$ cat src/rtl/slc3_trace_pkg.sv
// rtl/slc3_trace_pkg.sv - shared types and helpers for the SLC-3 trace buffer
package slc3_trace_pkg;

    localparam int TS_W = 16;

    typedef enum logic [1:0] {
        IDLE = 2'd0,
        PRE  = 2'd1,
        POST = 2'd2,
        READ = 2'd3
    } trace_state_e;

    // Samples kept after the trigger so that the window exactly fills the buffer
    function automatic int post_n(input int depth, input int pre_trig);
        return depth - pre_trig - 1;
    endfunction

endpackage

$ cat src/rtl/trace_ram.sv
// rtl/trace_ram.sv - single-clock trace storage, one write port and one registered read port
module trace_ram #(
    parameter int DEPTH = 64,
    parameter int DW    = 64,
    parameter int AW    = $clog2(DEPTH)
) (
    input  logic          clk_i,
    input  logic          we_i,
    input  logic [AW-1:0] waddr_i,
    input  logic [DW-1:0] wdata_i,
    input  logic [AW-1:0] raddr_i,
    output logic [DW-1:0] rdata_o
);

    logic [DW-1:0] mem_q [DEPTH];

    // Block-RAM style write and registered read; contents are not reset
    always_ff @(posedge clk_i) begin
        if (we_i) begin
            mem_q[waddr_i] <= wdata_i;
        end
        rdata_o <= mem_q[raddr_i];
    end

endmodule

$ cat src/rtl/slc3_trace_buffer.sv
// rtl/slc3_trace_buffer.sv - SLC-3 trace recorder top; optional timestamp field via TRACE_TIMESTAMP_EN
module slc3_trace_buffer
    import slc3_trace_pkg::*;
#(
    parameter int WIDTH    = 16,
    parameter int CHANNELS = 4,
    parameter int DEPTH    = 64,
    parameter int PRE_TRIG = 16,
`ifdef TRACE_TIMESTAMP_EN
    localparam int ENTRY_W = CHANNELS * WIDTH + TS_W
`else
    localparam int ENTRY_W = CHANNELS * WIDTH
`endif
) (
    input  logic                      Clk,
    input  logic                      Reset,
    input  logic                      arm,
    input  logic                      sample_valid,
    input  logic [CHANNELS*WIDTH-1:0] ch_data,
    input  logic [WIDTH-1:0]          trig_value,
    input  logic                      trig_en,
    input  logic                      force_trig,
    input  logic                      rd_ready,
    output logic                      rd_valid,
    output logic [ENTRY_W-1:0]        rd_data,
    output logic                      rd_last,
    output logic                      busy,
    output logic                      triggered,
    output logic [$clog2(DEPTH):0]    entries
);

    localparam int AW     = $clog2(DEPTH);
    localparam int CW     = AW + 1;
    localparam int POST_N = post_n(DEPTH, PRE_TRIG);
    localparam logic [CW-1:0] POST_N_C   = CW'(POST_N);
    localparam logic [CW-1:0] PRE_TRIG_C = CW'(PRE_TRIG);

    trace_state_e  state_q, state_d;
    logic [AW-1:0] wptr_q, wptr_d;
    logic [AW-1:0] trig_ptr_q, trig_ptr_d;
    logic [AW-1:0] rd_ptr_q, rd_ptr_d;
    logic [CW-1:0] pre_cnt_q, pre_cnt_d;
    logic [CW-1:0] post_cnt_q, post_cnt_d;
    logic [CW-1:0] entries_q, entries_d;
    logic [CW-1:0] rd_cnt_q, rd_cnt_d;
    logic          force_q, force_d;
    logic          triggered_q, triggered_d;
    logic          rd_valid_q, rd_valid_d;

    logic               ram_we;
    logic [ENTRY_W-1:0] ram_wdata;
    logic [ENTRY_W-1:0] ram_rdata;
    logic               trig_hit;
    logic               rd_fire;
    logic               rd_is_last;

`ifdef TRACE_TIMESTAMP_EN
    logic [TS_W-1:0] ts_q;

    // Free-running cycle stamp, restarted with each arm so stamps are capture-relative
    always_ff @(posedge Clk) begin
        if (Reset || arm) begin
            ts_q <= '0;
        end else begin
            ts_q <= ts_q + 1'b1;
        end
    end

    assign ram_wdata = {ts_q, ch_data};
`else
    assign ram_wdata = ch_data;
`endif

    assign trig_hit   = sample_valid &&
                        (force_q || force_trig || (trig_en && (ch_data[WIDTH-1:0] == trig_value)));
    assign rd_fire    = rd_valid_q && rd_ready;
    assign rd_is_last = rd_valid_q && (rd_cnt_q == entries_q - CW'(1));

    // Capture FSM: pointers, counters and readout sequencing
    always_comb begin
        state_d     = state_q;
        wptr_d      = wptr_q;
        trig_ptr_d  = trig_ptr_q;
        rd_ptr_d    = rd_ptr_q;
        pre_cnt_d   = pre_cnt_q;
        post_cnt_d  = post_cnt_q;
        entries_d   = entries_q;
        rd_cnt_d    = rd_cnt_q;
        force_d     = force_q | force_trig;
        triggered_d = triggered_q;
        rd_valid_d  = rd_valid_q;
        ram_we      = 1'b0;

        case (state_q)
            IDLE: begin
                if (arm) begin
                    state_d     = PRE;
                    wptr_d      = '0;
                    pre_cnt_d   = '0;
                    post_cnt_d  = '0;
                    entries_d   = '0;
                    triggered_d = 1'b0;
                end
            end
            PRE, POST: begin
                if (arm) begin
                    // Restart drops any sample presented in the same cycle
                    state_d     = PRE;
                    wptr_d      = '0;
                    pre_cnt_d   = '0;
                    post_cnt_d  = '0;
                    entries_d   = '0;
                    triggered_d = 1'b0;
                end else if (sample_valid) begin
                    ram_we = 1'b1;
                    wptr_d = wptr_q + 1'b1;
                    if (state_q == PRE) begin
                        if (trig_hit) begin
                            trig_ptr_d  = wptr_q;
                            triggered_d = 1'b1;
                            post_cnt_d  = '0;
                            force_d     = 1'b0;
                            if (POST_N == 0) begin
                                state_d    = READ;
                                rd_ptr_d   = wptr_q - pre_cnt_q[AW-1:0];
                                entries_d  = pre_cnt_q + CW'(1);
                                rd_cnt_d   = '0;
                                rd_valid_d = 1'b0;
                            end else begin
                                state_d = POST;
                            end
                        end else if (pre_cnt_q != PRE_TRIG_C) begin
                            pre_cnt_d = pre_cnt_q + CW'(1);
                        end
                    end else begin
                        post_cnt_d = post_cnt_q + CW'(1);
                        if (post_cnt_q + CW'(1) == POST_N_C) begin
                            state_d    = READ;
                            rd_ptr_d   = trig_ptr_q - pre_cnt_q[AW-1:0];
                            entries_d  = pre_cnt_q + CW'(1) + POST_N_C;
                            rd_cnt_d   = '0;
                            rd_valid_d = 1'b0;
                        end
                    end
                end
            end
            READ: begin
                // RAM output lags the address by one cycle, so valid follows entry by one cycle
                rd_valid_d = 1'b1;
                if (rd_fire) begin
                    rd_ptr_d = rd_ptr_q + 1'b1;
                    rd_cnt_d = rd_cnt_q + CW'(1);
                    if (rd_is_last) begin
                        state_d    = IDLE;
                        rd_valid_d = 1'b0;
                    end
                end
            end
            default: state_d = IDLE;
        endcase
    end

    // State and pointer registers with synchronous reset
    always_ff @(posedge Clk) begin
        if (Reset) begin
            state_q     <= IDLE;
            wptr_q      <= '0;
            trig_ptr_q  <= '0;
            rd_ptr_q    <= '0;
            pre_cnt_q   <= '0;
            post_cnt_q  <= '0;
            entries_q   <= '0;
            rd_cnt_q    <= '0;
            force_q     <= 1'b0;
            triggered_q <= 1'b0;
            rd_valid_q  <= 1'b0;
        end else begin
            state_q     <= state_d;
            wptr_q      <= wptr_d;
            trig_ptr_q  <= trig_ptr_d;
            rd_ptr_q    <= rd_ptr_d;
            pre_cnt_q   <= pre_cnt_d;
            post_cnt_q  <= post_cnt_d;
            entries_q   <= entries_d;
            rd_cnt_q    <= rd_cnt_d;
            force_q     <= force_d;
            triggered_q <= triggered_d;
            rd_valid_q  <= rd_valid_d;
        end
    end

    // Read address follows the next-state pointer so data holds steady while stalled
    trace_ram #(
        .DEPTH (DEPTH),
        .DW    (ENTRY_W),
        .AW    (AW)
    ) u_ram (
        .clk_i   (Clk),
        .we_i    (ram_we),
        .waddr_i (wptr_q),
        .wdata_i (ram_wdata),
        .raddr_i (rd_ptr_d),
        .rdata_o (ram_rdata)
    );

    assign rd_valid  = rd_valid_q;
    assign rd_data   = rd_valid_q ? ram_rdata : '0;
    assign rd_last   = rd_is_last;
    assign busy      = (state_q != IDLE);
    assign triggered = triggered_q;
    assign entries   = entries_q;

endmodule

$ cat config.mk
export PLATFORM = sky130hd
export DESIGN_NAME = slc3_trace_buffer
export DESIGN_NICKNAME = d
export VERILOG_FILES = /design/src/rtl/slc3_trace_pkg.sv /design/src/rtl/trace_ram.sv /design/src/rtl/slc3_trace_buffer.sv
export SDC_FILE = /design/constraint.sdc
export NUM_CORES = 2
export LEC_CHECK = 0
export BUFFER_PORTS_ARGS = -buffer_cell sky130_fd_sc_hd__buf_4
export CAP_MARGIN = 15
export CORE_ASPECT_RATIO = 0.75
export CORE_MARGIN = 4
export CORE_UTILIZATION = 35
export CTS_BUF_LIST = sky130_fd_sc_hd__clkbuf_8
export DETAILED_ROUTE_END_ITERATION = 10
export GPL_ROUTABILITY_DRIVEN = 1
export PLACE_DENSITY = 0.53
export SLEW_MARGIN = 20
export SYNTH_ARGS = -nofsm -noshare
export SYNTH_HDL_FRONTEND = slang
export SYNTH_SLANG_ARGS = --single-unit
$ cat constraint.sdc
create_clock -name Clk -period 8.93 [get_ports Clk]
set_clock_uncertainty 0.2 [all_clocks]
set_input_delay 0.893 -clock Clk [delete_from_list [all_inputs] [get_ports Clk]]
set_output_delay 0.893 -clock Clk [all_outputs]
set_load 0.02 [all_outputs]
==> results summary <==
In the routed layout, each cell is associated on average with a via count of 5.65. The distinct cell type count of the synthesized netlist is 66. The critical path data required time came out at 9.83 ns. The number of antenna violations at the first check in global routing came out at 44.

In the routed design, unresolved DRC markers number 0. The placed cell area came out at 174000 um^2. The first-pass GRT wire length came out at 781000 um. In this run the worst path has a maximum fanout of 54. The standard cell with the maximum stage delay on the critical path is sky130_fd_sc_hd__or2_4.

The area growth from synthesis to layout came out at 13.2%. The portion of total power attributed to the clock network is 40.5%. For hold timing, the worst endpoint is rd_cnt_q[2]$_SDFFE_PP0P_.

The fraction of synthesis flops using an asynchronous set or reset pin came out at 0%. The static leakage is 66.1 nW. Setup repair after global routing left no endpoint under its margin. The post-synthesis instance area came out at 165000 um^2.

The delay of the slowest cell on the worst path is 0.94 ns. In this run the horizontal extent of the chip is 802 um. The worst setup slack for register-to-register paths came out at 2.69 ns. The number of resized instances in the post-cts repair step came out at 0. The synthesis-stage register bit count is 4211. The post-layout instance count excluding filler cells is 18600. The total power density per cell area is 200 nW/um^2. The average cell area after synthesis came out at 14.4 um^2. The run finished with clean final reports. The clock latency reported for the late side of the worst-skew pair came out at 1.26 ns. The number of optimization iterations in the first detailed-route pass came out at 6. At the end of routability-driven placement, the weighted congestion stood at 0.793. The tightest hold path in the finished design has a slack of 0.261 ns. The final clock period utilization by the worst path is 69.9%. The vias after detailed routing came out at 105000. The cell area after layout is 187000 um^2.

The gate count of the mapped netlist is 11500. The number of failing hold endpoints at the final stage is 0. Of the total power, combinational logic draws 1.3%. The time the worst path needs with I/O delays and setup came out at 6.24 ns. The switching part of the total power is 21.8%. The HPWL after detailed placement is 287000 um. The worst register-to-register path ends at u_ram.rdata_o[22]$_DFF_P_. The worst setup slack after placement is 2.46 ns. The die covers 484000 um^2.

Derived from the worst setup path, the maximum achievable clock frequency is 160 MHz. In this run the power spent charging and discharging nets is 0.00815 W. The total clock buffers created by CTS came out at 646. The wire length per cell after detailed routing came out at 30.4 um. The hold-critical path depth came out at 6. STA classifies the critical path startpoint as a flop.

The port buffer count is 161. CTS built an H-tree with a depth of 6. The transition time at the pin with the least slew margin came out at 1.19 ns. The accumulated negative setup slack is 0 ns.

The synthesis warning total came out at 0. Setup violations remaining at the end of the flow were counted as 0. After clock tree synthesis, the clock-pin slew on the worst setup and hold paths is 0.06 ns. Walking the worst path, the cells encountered are ha_1 > and3_1 > nor4_4 > a41o_1 > nand3_4 > nor4b_1 > o21ai_0 > nand3_4 > or2_4 > buf_4 > o22ai_1 > a311o_1. The number of max-capacitance violations reported is 0. The via count of the first global-routing pass is 100000. The die outline height came out at 603 um. The number of nets in the finished design came out at 11900. The detailed router finished its first iteration with 14800 violations. In the final layout, the share of cells above drive strength 1 is 10.6%. The total routing resource utilization after global routing is 22.5%.

The maximum number of buffers from clock root to sink is 4. The highest ir drop seen on vdd is 0.149 mV. The routed wire length came out at 566000 um. Sequential cells burn 58.2% of the power. The residual antenna-violating net count after detailed routing came out at 0. 162 I/O pins were placed. The TritonCTS clock tree is done. The final count of pins violating max slew is 0. The largest net degree at the start of global routing is 166.

CTS saw 4211 sinks. The share of the yosys chip area belonging to registers came out at 75.8%. The root cell of the clock tree is sky130_fd_sc_hd__clkbuf_8.

The most common flop cell mapped by yosys is sky130_fd_sc_hd__edfxtp_1. The effective utilization at floorplan came out at 35.2%. Synthesis produced a netlist with a net count of 11600. Buffers added to address setup during post-CTS repair amount to 0. By startpoint and endpoint, the worst setup path is classified as flop to flop. The total core area came out at 470000 um^2. The min-delay analysis places its worst path in the category input port to flop. The number of placed instances, taps included is 17400. Counting cells, the worst reg-to-reg path comes to 12. The worst-case headroom to the max-slew limit is 20.9%. The residual overflow from global routing came out at 0.

Yosys mapped a number of flops with a built-in enable equal to 4096. The startpoint identified for the worst hold timing path is rd_ready. The cell-internal power is 0.0292 W. The number of standard-cell rows in the floorplan came out at 218.

The worst setup path is captured at a flop. The dominant cell type by count on the critical path is sky130_fd_sc_hd__nand3_4. The worst register-to-register path begins at post_cnt_q[0]$_SDFFE_PP0P_. The data arrival time of the worst path is 7.14 ns. The worst setup margin came out at 2.69 ns.
[logic make-up after synthesis]
logic type / synth area share, %
AND/OR/NAND/NOR: 8.59
XOR/XNOR: 0.228
buffers and inverters: 2.40
flip-flops: 75.8
multiplexers: 4.73
adder cells (fa/ha/maj): 0.148
AO/OA/AOI/OAI: 8.12
[worst max-delay path by stage]
stage | end | depth (start not counted) | from | slack (ns)
final | u_ram.rdata_o[22]$_DFF_P_ | 12 | post_cnt_q[0]$_SDFFE_PP0P_ | 2.69
after global routing | u_ram.rdata_o[22]$_DFF_P_ | 12 | post_cnt_q[0]$_SDFFE_PP0P_ | 2.47
after CTS | u_ram.rdata_o[35]$_DFF_P_ | 13 | post_cnt_q[0]$_SDFFE_PP0P_ | 2.70
after detailed placement | u_ram.rdata_o[35]$_DFF_P_ | 12 | arm | 2.46
after global placement | u_ram.rdata_o[35]$_DFF_P_ | 12 | arm | 2.55
after floorplan | u_ram.mem_q[48][0]$_DFFE_PP_ | 5 | arm | 0.19
[stage by stage]
step | util, % | total power, W
after floorplan | - | 0.0222
after detailed placement | 37.1 | 0.0226
after global routing | 39.8 | 0.0386
after CTS | 39.8 | 0.0376
final | 39.8 | 0.0373
after global placement | 37.1 | 0.0226
[routing by layer]
| metal | vias up | wire length, um | global-route usage, % |
|---|---|---|---|
| met5 | - | 27 | 0 |
| met4 | 4 | 20400 | 7.82 |
| met3 | 1002 | 59400 | 4.83 |
| met2 | 6067 | 248000 | 33.8 |
| met1 | 54000 | 238000 | 32.3 |
| li1 | 44300 | - | - |
[critical path, delay by kind of cell (launching register included)]
family,cells,cell delay (ns)
and+or+nand+nor,6,3.36
DFF,1,0.35
buffers and inverters,1,0.73
adders and majority gates,1,0.25
AOI/OAI and AO/OA,4,1.08
[cell usage after synthesis (134+ instances only)]
cell type	instances	area, um^2
sky130_fd_sc_hd__nand3_1	277	1390
sky130_fd_sc_hd__a31oi_1	134	838
sky130_fd_sc_hd__nor3_1	144	721
sky130_fd_sc_hd__inv_1	143	537
sky130_fd_sc_hd__nor4_1	134	838
sky130_fd_sc_hd__clkbuf_1	382	1430
sky130_fd_sc_hd__edfxtp_1	4096	123000
sky130_fd_sc_hd__mux2i_1	777	7780
sky130_fd_sc_hd__a21oi_1	924	4620
sky130_fd_sc_hd__nand2_1	2593	9730
sky130_fd_sc_hd__nor2_1	135	507
sky130_fd_sc_hd__buf_2	316	1580
[placed cells by master, fill, tap and decap left out, drive strengths merged, types with 9 or more instances in the layout]
cell type	netlist	layout
edfxtp	4096	4096
nand2	2593	2593
a21oi	924	924
mux2i	777	777
clkbuf	382	689
inv	143	417
buf	400	408
nand3	282	282
clkinv	0	172
o21ai	152	152
nor3	144	144
nor4	137	137
nor2	137	137
a31oi	134	134
o22ai	132	132
a211oi	131	131
a221oi	129	129
o2111ai	126	126
a2111oi	126	126
a311oi	126	126
dfxtp	115	115
and2	72	72
dlygate4sd3	0	69
a311o	63	63
diode	0	31
xor2	28	28
ha	18	18
or3	16	16
xnor2	15	15
clkinvlp	0	11
nand3b	9	9
[flip-flops by register name, summed over array words and instances, names as in the netlist]
| signal | cells |
|---|---|
| rd_cnt_q | 7 |
| u_ram.mem_q | 4096 |
| rd_ptr_q | 6 |
| state_q | 2 |
| entries | 7 |
| triggered | 1 |
| trig_ptr_q | 6 |
| pre_cnt_q | 7 |
| wptr_q | 6 |
| force_q | 1 |
| rd_valid | 1 |
| u_ram.rdata_o | 64 |
| post_cnt_q | 7 |
[power groups by stage]
stage          Sequential (W)  Clock (W)  Combinational [W]
3_3_place_gp           0.0221          0           0.000423
5_1_grt                0.0217     0.0163           0.000525
2_1_floorplan          0.0221          0          0.0000937
6_report               0.0217     0.0151           0.000478
4_1_cts                0.0217     0.0154           0.000479
3_5_place_dp           0.0221          0           0.000448
[final cells by class]
cell class / count / area (um^2)
Multi-Input combinational cell: 6349 / 36700
Fill cell: 43200 / 283000
Clock inverter: 465 / 2380
Antenna cell: 31 / 77.6
Timing Repair Buffer: 477 / 4770
Sequential cell: 4211 / 125000
Inverter: 143 / 537
Tap cell: 6270 / 7850
Clock buffer: 689 / 9480
[repair_timing]
item | 4_1_cts | 5_1_grt
hold buffers | 69 | 0
endpoints found under the hold margin | 3986 | 0
endpoints found under the setup margin | 0 | 0
No activity file was read; power rests on OpenSTA's default activity.
